### src/rtl/mem_port_arbiter.sv
// Arbitrates one single-ported memory between instruction fetch (I) and data (D) requesters.
// Optional performance counters are compiled in with `define MEM_ARB_PERF_CNT_EN.
module mem_port_arbiter #(
    parameter int ADDR_WIDTH = 32,
    parameter int DATA_WIDTH = 32,
    parameter int MAX_STARVE = 4
) (
    input  logic                    clk,
    input  logic                    rst,
    input  logic                    if_req,
    input  logic [ADDR_WIDTH-1:0]   if_addr,
    output logic                    if_ready,
    output logic [DATA_WIDTH-1:0]   if_rdata,
    input  logic                    d_req,
    input  logic                    d_we,
    input  logic [DATA_WIDTH/8-1:0] d_be,
    input  logic [ADDR_WIDTH-1:0]   d_addr,
    input  logic [DATA_WIDTH-1:0]   d_wdata,
    output logic                    d_ready,
    output logic [DATA_WIDTH-1:0]   d_rdata,
    output logic                    mem_req,
    output logic                    mem_we,
    output logic [DATA_WIDTH/8-1:0] mem_be,
    output logic [ADDR_WIDTH-1:0]   mem_addr,
    output logic [DATA_WIDTH-1:0]   mem_wdata,
    input  logic                    mem_ack,
    input  logic [DATA_WIDTH-1:0]   mem_rdata,
    output logic                    busy,
    output logic [31:0]             perf_conflict_cnt,
    output logic [31:0]             perf_starve_cnt
);
    localparam int BE_W = DATA_WIDTH / 8;
    localparam logic [3:0] MAX_S = 4'(MAX_STARVE);

    typedef enum logic [1:0] {ST_IDLE, ST_GRANT_I, ST_GRANT_D, ST_RESP} state_t;

    state_t                  state_q;
    logic [3:0]              starve_cnt_q;
    logic                    if_ready_q, d_ready_q, mem_req_q, mem_we_q, busy_q;
    logic [DATA_WIDTH-1:0]   if_rdata_q, d_rdata_q, mem_wdata_q;
    logic [BE_W-1:0]         mem_be_q;
    logic [ADDR_WIDTH-1:0]   mem_addr_q;

    logic starve_full, grant_d, starve_forced;

    // I is only forced through when it has waited out MAX_STARVE contested D grants.
    assign starve_full   = (starve_cnt_q == MAX_S);
    assign grant_d       = d_req & ~(if_req & starve_full);
    assign starve_forced = d_req & if_req & starve_full;

    always_ff @(posedge clk) begin
        if (rst) begin
            state_q      <= ST_IDLE;
            starve_cnt_q <= '0;
            if_ready_q   <= 1'b0;
            d_ready_q    <= 1'b0;
            mem_req_q    <= 1'b0;
            mem_we_q     <= 1'b0;
            busy_q       <= 1'b0;
            if_rdata_q   <= '0;
            d_rdata_q    <= '0;
            mem_wdata_q  <= '0;
            mem_be_q     <= '0;
            mem_addr_q   <= '0;
        end else begin
            if_ready_q <= 1'b0;
            d_ready_q  <= 1'b0;
            case (state_q)
                ST_IDLE: begin
                    if (grant_d) begin
                        state_q     <= ST_GRANT_D;
                        busy_q      <= 1'b1;
                        mem_req_q   <= 1'b1;
                        mem_we_q    <= d_we;
                        mem_be_q    <= d_be;
                        mem_addr_q  <= d_addr;
                        mem_wdata_q <= d_wdata;
                        if (!if_req)
                            starve_cnt_q <= '0;
                        else if (!starve_full)
                            starve_cnt_q <= starve_cnt_q + 4'd1;
                    end else if (if_req) begin
                        state_q      <= ST_GRANT_I;
                        busy_q       <= 1'b1;
                        mem_req_q    <= 1'b1;
                        mem_we_q     <= 1'b0;
                        mem_be_q     <= {BE_W{1'b1}};
                        mem_addr_q   <= if_addr;
                        mem_wdata_q  <= '0;
                        starve_cnt_q <= '0;
                    end else begin
                        starve_cnt_q <= '0;
                    end
                end
                ST_GRANT_I: begin
                    if (mem_ack) begin
                        if_rdata_q <= mem_rdata;
                        if_ready_q <= 1'b1;
                        mem_req_q  <= 1'b0;
                        state_q    <= ST_RESP;
                    end
                end
                ST_GRANT_D: begin
                    if (mem_ack) begin
                        d_rdata_q <= mem_we_q ? '0 : mem_rdata;
                        d_ready_q <= 1'b1;
                        mem_req_q <= 1'b0;
                        state_q   <= ST_RESP;
                    end
                end
                ST_RESP: begin
                    state_q <= ST_IDLE;
                    busy_q  <= 1'b0;
                end
                default: begin
                    state_q <= ST_IDLE;
                    busy_q  <= 1'b0;
                end
            endcase
        end
    end

`ifdef MEM_ARB_PERF_CNT_EN
    logic [31:0] perf_conflict_q, perf_starve_q;

    always_ff @(posedge clk) begin
        if (rst) begin
            perf_conflict_q <= '0;
            perf_starve_q   <= '0;
        end else if (state_q == ST_IDLE) begin
            if (if_req && d_req && perf_conflict_q != '1)
                perf_conflict_q <= perf_conflict_q + 32'd1;
            if (starve_forced && perf_starve_q != '1)
                perf_starve_q <= perf_starve_q + 32'd1;
        end
    end

    assign perf_conflict_cnt = perf_conflict_q;
    assign perf_starve_cnt   = perf_starve_q;
`else
    logic unused_perf;
    assign unused_perf       = starve_forced;
    assign perf_conflict_cnt = '0;
    assign perf_starve_cnt   = '0;
`endif

    assign if_ready  = if_ready_q;
    assign if_rdata  = if_rdata_q;
    assign d_ready   = d_ready_q;
    assign d_rdata   = d_rdata_q;
    assign mem_req   = mem_req_q;
    assign mem_we    = mem_we_q;
    assign mem_be    = mem_be_q;
    assign mem_addr  = mem_addr_q;
    assign mem_wdata = mem_wdata_q;
    assign busy      = busy_q;

endmodule

### config.mk
export PLATFORM = sky130hd
export DESIGN_NAME = mem_port_arbiter
export DESIGN_NICKNAME = d
export VERILOG_FILES = /design/src/rtl/mem_port_arbiter.sv
export SDC_FILE = /design/constraint.sdc
export NUM_CORES = 1
export LEC_CHECK = 0
export CAP_MARGIN = 20
export CORE_MARGIN = 3
export CORE_UTILIZATION = 34
export DETAILED_ROUTE_END_ITERATION = 10
export GPL_TIMING_DRIVEN = 0
export PLACE_DENSITY = 0.81
export REMOVE_ABC_BUFFERS = 1
export SETUP_SLACK_MARGIN = 0.5
export SLEW_MARGIN = 40
export SYNTH_ARGS = -nofsm -noshare
export SYNTH_HDL_FRONTEND = slang
export SYNTH_SLANG_ARGS = --single-unit
### constraint.sdc
create_clock -name clk -period 1.6 [get_ports clk]
set_input_delay 0.16 -clock clk [delete_from_list [all_inputs] [get_ports clk]]
set_output_delay 0.16 -clock clk [all_outputs]
set_load 0.005 [all_outputs]
==> results.cfg, run 1 <==
[final_layout]
drive_above_1_share = 0.457
diodes = 0
fillers = 1186
instances_no_fill = 1247
syn_to_final_growth_pct = 89.7
fin_area_um2 = 11000
nets = 1159

[placement]
pre_cts_ws_ns = -0.763
globalplace.congestion = 0.787
placed_area_um2 = 8510
portBuffers = 274
hpwl_um = 13300
dp.cells = 1135

[die]
die_w_um = 137
start_util = 0.349
die-area_um2 = 18700
design.core.area_um2 = 16600
io_pins = 339
rows = 47
fp.dieH_um = 137

[setup_path]
cp.arrival_ns = 1.93
required_ns = 1.93
critPathTopFamily = simple AND/OR/NAND/NOR gates
endpoint_kind = register
crit_cells = 8
crit_slowest_cell = dfxtp_2
r2r_cells = 8
critPathMaxStageDelay_ns = 0.33
cp_max_fo = 8
r2r_setup_slack_ns = 0.0005
worst_r2r_endpoint = mem_addr[14]
startpoint_type = register
startpoint = starve_cnt_q[0]
path_buf_inv = 3
endpoint = mem_addr[14]
path_cells = inv_2, ha_4, nand4b_1, buf_4, buf_12, and2_4, a21oi_2, a211oi_1
crit_type = register to register
r2r_start = starve_cnt_q[0]

[drt]
drt-wirelength-per-cell_um = 21.0
num_vias = 6511
viasPerCell = 5.22
drc_errors = 0
wl_um = 26200
antenna_left = 0
first_pass_iters = 4
drtIter0Drc = 306

[grt]
grt_pass1_wl_um = 34400
antenna_found_initial = 0
grt_usage = 0.242
gr-total-overflow = 0
grt_max_degree = 61
grt_pass1_vias = 6122

[synthesis]
postSynthCellCount = 685
ys_types = 33
yosysTopAreaCell = dfxtp_1
syn_area_um2 = 5800
ys_ff_latch = 143
synth_top_area_frac = 0.494
ys_seq_area_frac = 0.494
ys.warnings.count = 0
synth_area_leaders = dfxtp_1 (49%), a21oi_1 (8.8%), buf_4 (8.8%)
postSynthAreaPerCell_um2 = 8.47

[hold_path]
holdCritPathClass = input pin to register

[timing]
drv_slew = 0
fin_crit_ns = 1.60
tightest_slew_ns = 0.771
slew_headroom = 0.486
finalCritPeriodShare = 1.00
setup_ws_ns = 0.000530
fin_skew_ns = 0.00914
rsz0062_at_grt = yes
hold_viol = 0
fmax_mhz = 625
setup_violations = 0

[power]
worst_ir_drop_vdd_uv = 818
power.density_nw_per_um2 = 1410
p_leak_uw = 0.00537

[clocking]
clk_transition_reported_paths_ns = 0.07
clk_latency_ns = 0.41
cts_num_sinks = 143
root_buffer = clkbuf_16
htree_num_levels = 4
cts_buffers = 17
cts_tree = built
clock_path_buffers = 2

[run]
drv_cap = 0

[status]
status = finished, final reports clean
==> sequential cells by signal, summed over array words and instances (netlist names) <==
register / flops
mem_be: 4
d_rdata: 32
mem_req: 1
d_ready: 1
mem_we: 1
starve_cnt_q: 4
mem_wdata: 32
if_ready: 1
mem_addr: 32
state_q: 2
if_rdata: 32
busy: 1
==> where the power goes <==
| group | switching [µW] | internal [µW] | total, µW |
|---|---|---|---|
| Combinational | 3200 | 3210 | 6410 |
| Sequential | 401 | 4270 | 4670 |
| Clock | 1680 | 2730 | 4410 |
| Total | 5280 | 10200 | 15500 |
==> layer usage <==
| metal | part of all wire | vias to the layer above | track usage | wire (µm) |
|---|---|---|---|---|
| met5 | 0 | - | 0 | 0 |
| met2 | 0.49 | 387 | 0.416 | 12900 |
| met4 | 0.052 | 0 | 0.120 | 1360 |
| met1 | 0.35 | 3136 | 0.260 | 9250 |
| li1 | - | 2885 | - | - |
| met3 | 0.10 | 103 | 0.0897 | 2680 |
==> layout make-up <==
type                    count  area [µm²]  area share
multi-input cells         501        3650       0.332
repair buffers            344        3420       0.311
flip-flops and latches    143        2960       0.269
clock buffers              19         453      0.0412
well taps                 220         275      0.0250
clock inverters            13         199      0.0181
inverters                   7        38.8     0.00353
==> synth_stat cells <==
library cell and count:
o31ai_1 2, nor3b_1 1, a221oi_2 1, ha_1 7, a21oi_1 102, a22oi_1 2, buf_6 2, buf_1 3
conb_1 1, nand4b_1 1, nor3_2 1, nand2_1 135, dfxtp_1 143, and2_1 1, buf_4 68, a211oi_1 32
nor3_1 11, o21ai_2 1, a22o_1 32, and3b_1 1, buf_2 15, a31oi_1 1, clkbuf_1 27, a31o_2 1
nor2_1 46, nand3_1 34, mux2i_1 2, and2_4 1, o21ai_0 1, or3_1 1, nand2_2 1, inv_1 7
o21a_1 1
==> placed cells by master, fill, tap and decap left out, types with 13 or more instances in the layout <==
| cell | instances |
|---|---|
| dfxtp_2 | 75 |
| nand2_2 | 33 |
| dfxtp_1 | 66 |
| clkbuf_2 | 17 |
| nand2_1 | 79 |
| nor2_1 | 45 |
| conb_1 | 64 |
| buf_4 | 33 |
| a21oi_2 | 63 |
| clkdlybuf4s50_1 | 133 |
| dlymetal6s2s_1 | 63 |
| buf_6 | 16 |
| nand2_4 | 22 |
| a211oi_1 | 20 |
| buf_2 | 59 |
| buf_12 | 13 |
| a21oi_1 | 32 |
| nand3_2 | 21 |
| clkbuf_16 | 17 |
| a22o_1 | 32 |
==> how the worst min path moves through the flow <==
stage | from | to | slack [ns] | cells past startpoint
4_1_cts | rst | if_rdata[1] | 0.13 | 2
2_1_floorplan | rst | busy | 0.23 | 1
5_1_grt | rst | if_rdata[0] | 0.17 | 2
3_3_place_gp | mem_wdata[4] | mem_wdata[4] | 0.44 | 2
3_5_place_dp | mem_wdata[26] | mem_wdata[26] | 0.45 | 2
6_report | rst | if_rdata[21] | 0.15 | 2
==> timing repair <==
item | 4_1_cts | 5_1_grt
gates resized for setup | 410 | 289
setup buffers | 46 | 10
gates cloned | 22 | 2
hold buffers | 0 | 0
endpoints found under the setup margin | 279 | 223
pin swaps | 84 | 73
==> kinds of logic after synthesis <==
kind of cell | share of synthesized area
compound gates | 0.192
fa+ha+maj | 0.0151
buf+inv | 0.129
flops | 0.494
mux | 0.00345
other cells | 0.000646
simple gates | 0.167
==> per-stage QoR <==
step	utilization	TNS [ns]	hold slack, ns	total power (µW)
2_1_floorplan	-	-59.61	0.229	6360
3_3_place_gp	0.501	-432.64	0.441	8340
3_5_place_dp	0.511	-50.75	0.446	8790
4_1_cts	0.608	0	0.127	14700
5_1_grt	0.661	-0.453	0.170	16100
6_report	0.661	0	0.148	15500
(Power assumes the default switching activity.)
==> run 2: changes to the inputs <==
--- a/config.mk
+++ b/config.mk
@@ -5,7 +5,6 @@
 export SDC_FILE = /design/constraint.sdc
 export NUM_CORES = 1
 export LEC_CHECK = 0
-export CAP_MARGIN = 20
 export CORE_MARGIN = 3
 export CORE_UTILIZATION = 34
 export DETAILED_ROUTE_END_ITERATION = 10
==> results of run 2 <==
Final layout, timing and power as in run 1 (identical DEF).
==> run 3: changes to the inputs <==
--- a/config.mk
+++ b/config.mk
@@ -9,7 +9,7 @@
 export CORE_UTILIZATION = 34
 export DETAILED_ROUTE_END_ITERATION = 10
 export GPL_TIMING_DRIVEN = 0
-export PLACE_DENSITY = 0.81
+export PLACE_DENSITY = 0.74
 export REMOVE_ABC_BUFFERS = 1
 export SETUP_SLACK_MARGIN = 0.5
 export SLEW_MARGIN = 40
==> run 3 against run 2 <==
Routed wire length shrank 15%. Die area unchanged. Worst setup slack better by 0.026 ns. Largest power group unchanged. Sequential power decreased by 2%. Final cell count decreased by 3.5%.
==> results.cfg, run 3 (synthesized netlist as in run 1, its figures left out) <==
[status]
status = finished, final reports clean

[die]
die-area_um2 = 18700
design.core.area_um2 = 16600
start_util = 0.349
die_w_um = 137
rows = 47
fp.dieH_um = 137
io_pins = 339

[placement]
portBuffers = 274
globalplace.congestion = 0.752
pre_cts_ws_ns = -0.588
hpwl_um = 12800

[timing]
hold_viol = 0
setup_violations = 0
drv_slew = 0
setup_ws_ns = 0.0264
slew_headroom = 0.611
tightest_slew_ns = 0.584
fmax_mhz = 635
fin_skew_ns = 0.0162
rsz0062_at_grt = yes
finalCritPeriodShare = 0.984
fin_crit_ns = 1.57

[clocking]
hold_buffers = 0
clk_transition_reported_paths_ns = 0.06
cts_num_sinks = 143
clk_latency_ns = 0.43
root_buffer = clkbuf_16
cts_tree = built
htree_num_levels = 4
cts_buffers = 17
clock_path_buffers = 2

[final_layout]
area.sequential_um2 = 2900
fillers = 1457
multiInputGateArea_um2 = 3030
final_cell_mix = clkdlybuf4s50_1 (155), dfxtp_1 (119), nand2_1 (116)
mostFrequentLayoutCell = clkdlybuf4s50_1
drive_above_1_share = 0.238
diodes = 0
syn_to_final_growth_pct = 71.8
nets = 1116

[grt]
gr-total-overflow = 0
grt_pass1_vias = 5583
grt_usage = 0.212
antenna_found_initial = 0
grt_pass1_wl_um = 30400
grt_max_degree = 64

[setup_path]
cp_max_fo = 18
crit_type = register to register
required_ns = 1.93
endpoint_kind = register
r2r_setup_slack_ns = 0.03
r2r_cells = 8
cp.arrival_ns = 1.90
startpoint_type = register

[power]
total_power_uw = 13500
power.density_nw_per_um2 = 1350
worst_ir_drop_vdd_uv = 771
p_leak_uw = 0.00503

[drt]
viasPerCell = 4.96
wl_um = 22300
antenna_left = 0
drtIter0Drc = 227
drt-wirelength-per-cell_um = 18.5
first_pass_iters = 4
drc_errors = 0
num_vias = 5962

[run]
drv_cap = 0

[hold_path]
holdCritPathClass = input pin to register
min_path_cells = 2
==> run 3: critical path, stage by stage, from the launching register on <==
cell	delay [ns]
dfxtp_2	0.33
inv_2	0.08
ha_4	0.13
nand4b_1	0.14
buf_12	0.20
buf_12	0.12
nand2_8	0.14
nand2_1	0.07
a211oi_1	0.24
==> run 3: layout make-up <==
type	instances	share of cell area
Timing Repair Buffer	304	0.316
Clock inverter	10	0.0103
Tap cell	220	0.0276
Sequential cell	143	0.291
Clock buffer	21	0.0472
Multi-Input combinational cell	498	0.304
Inverter	7	0.00364
==> run 3: per-stage QoR <==
step | setup TNS [ns] | instances | util | hold WS, ns | cell area (µm²)
after floorplan | -59.61 | 633 | - | 0.229 | 5320
after global placement | -450.38 | 1127 | 0.501 | 0.441 | 8330
after detailed placement | -47.46 | 1135 | 0.511 | 0.446 | 8510
after CTS | 0 | 1189 | 0.574 | 0.108 | 9550
after global routing | -0.603 | 1203 | 0.599 | 0.123 | 9960
final | 0 | 1203 | 0.599 | 0.125 | 9960
==> run 3: path summary, 6_finish.rpt <==
check | from | end
worst max-delay path | starve_cnt_q[0] | mem_addr[27]
worst min-delay path | rst | if_rdata[17]
worst max register to register | starve_cnt_q[0] | mem_addr[27]
worst min register to register | if_rdata[20] | if_rdata[20]
==> run 3: per-layer routing <==
layer  up-vias  GRT usage  wire length, µm
met3        30     0.0982             2320
met4         0     0.0577              443
met2       276      0.381            11100
li1       2798          -                -
met5         -          0                0
met1      2858      0.223             8420
==> run 3: repair_timing <==
| item | CTS | global route |
|---|---|---|
| gates cloned | 11 | 5 |
| endpoints found under the setup margin | 279 | 266 |
| resized for setup | 147 | 199 |
| setup buffers | 12 | 9 |
| pin swaps | 9 | 16 |
==> run 3: power breakdown <==
part | internal [µW] | switching (µW)
sequential | 4220 | 347
combinational | 2450 | 2580
clock | 2270 | 1590
total | 8940 | 4520
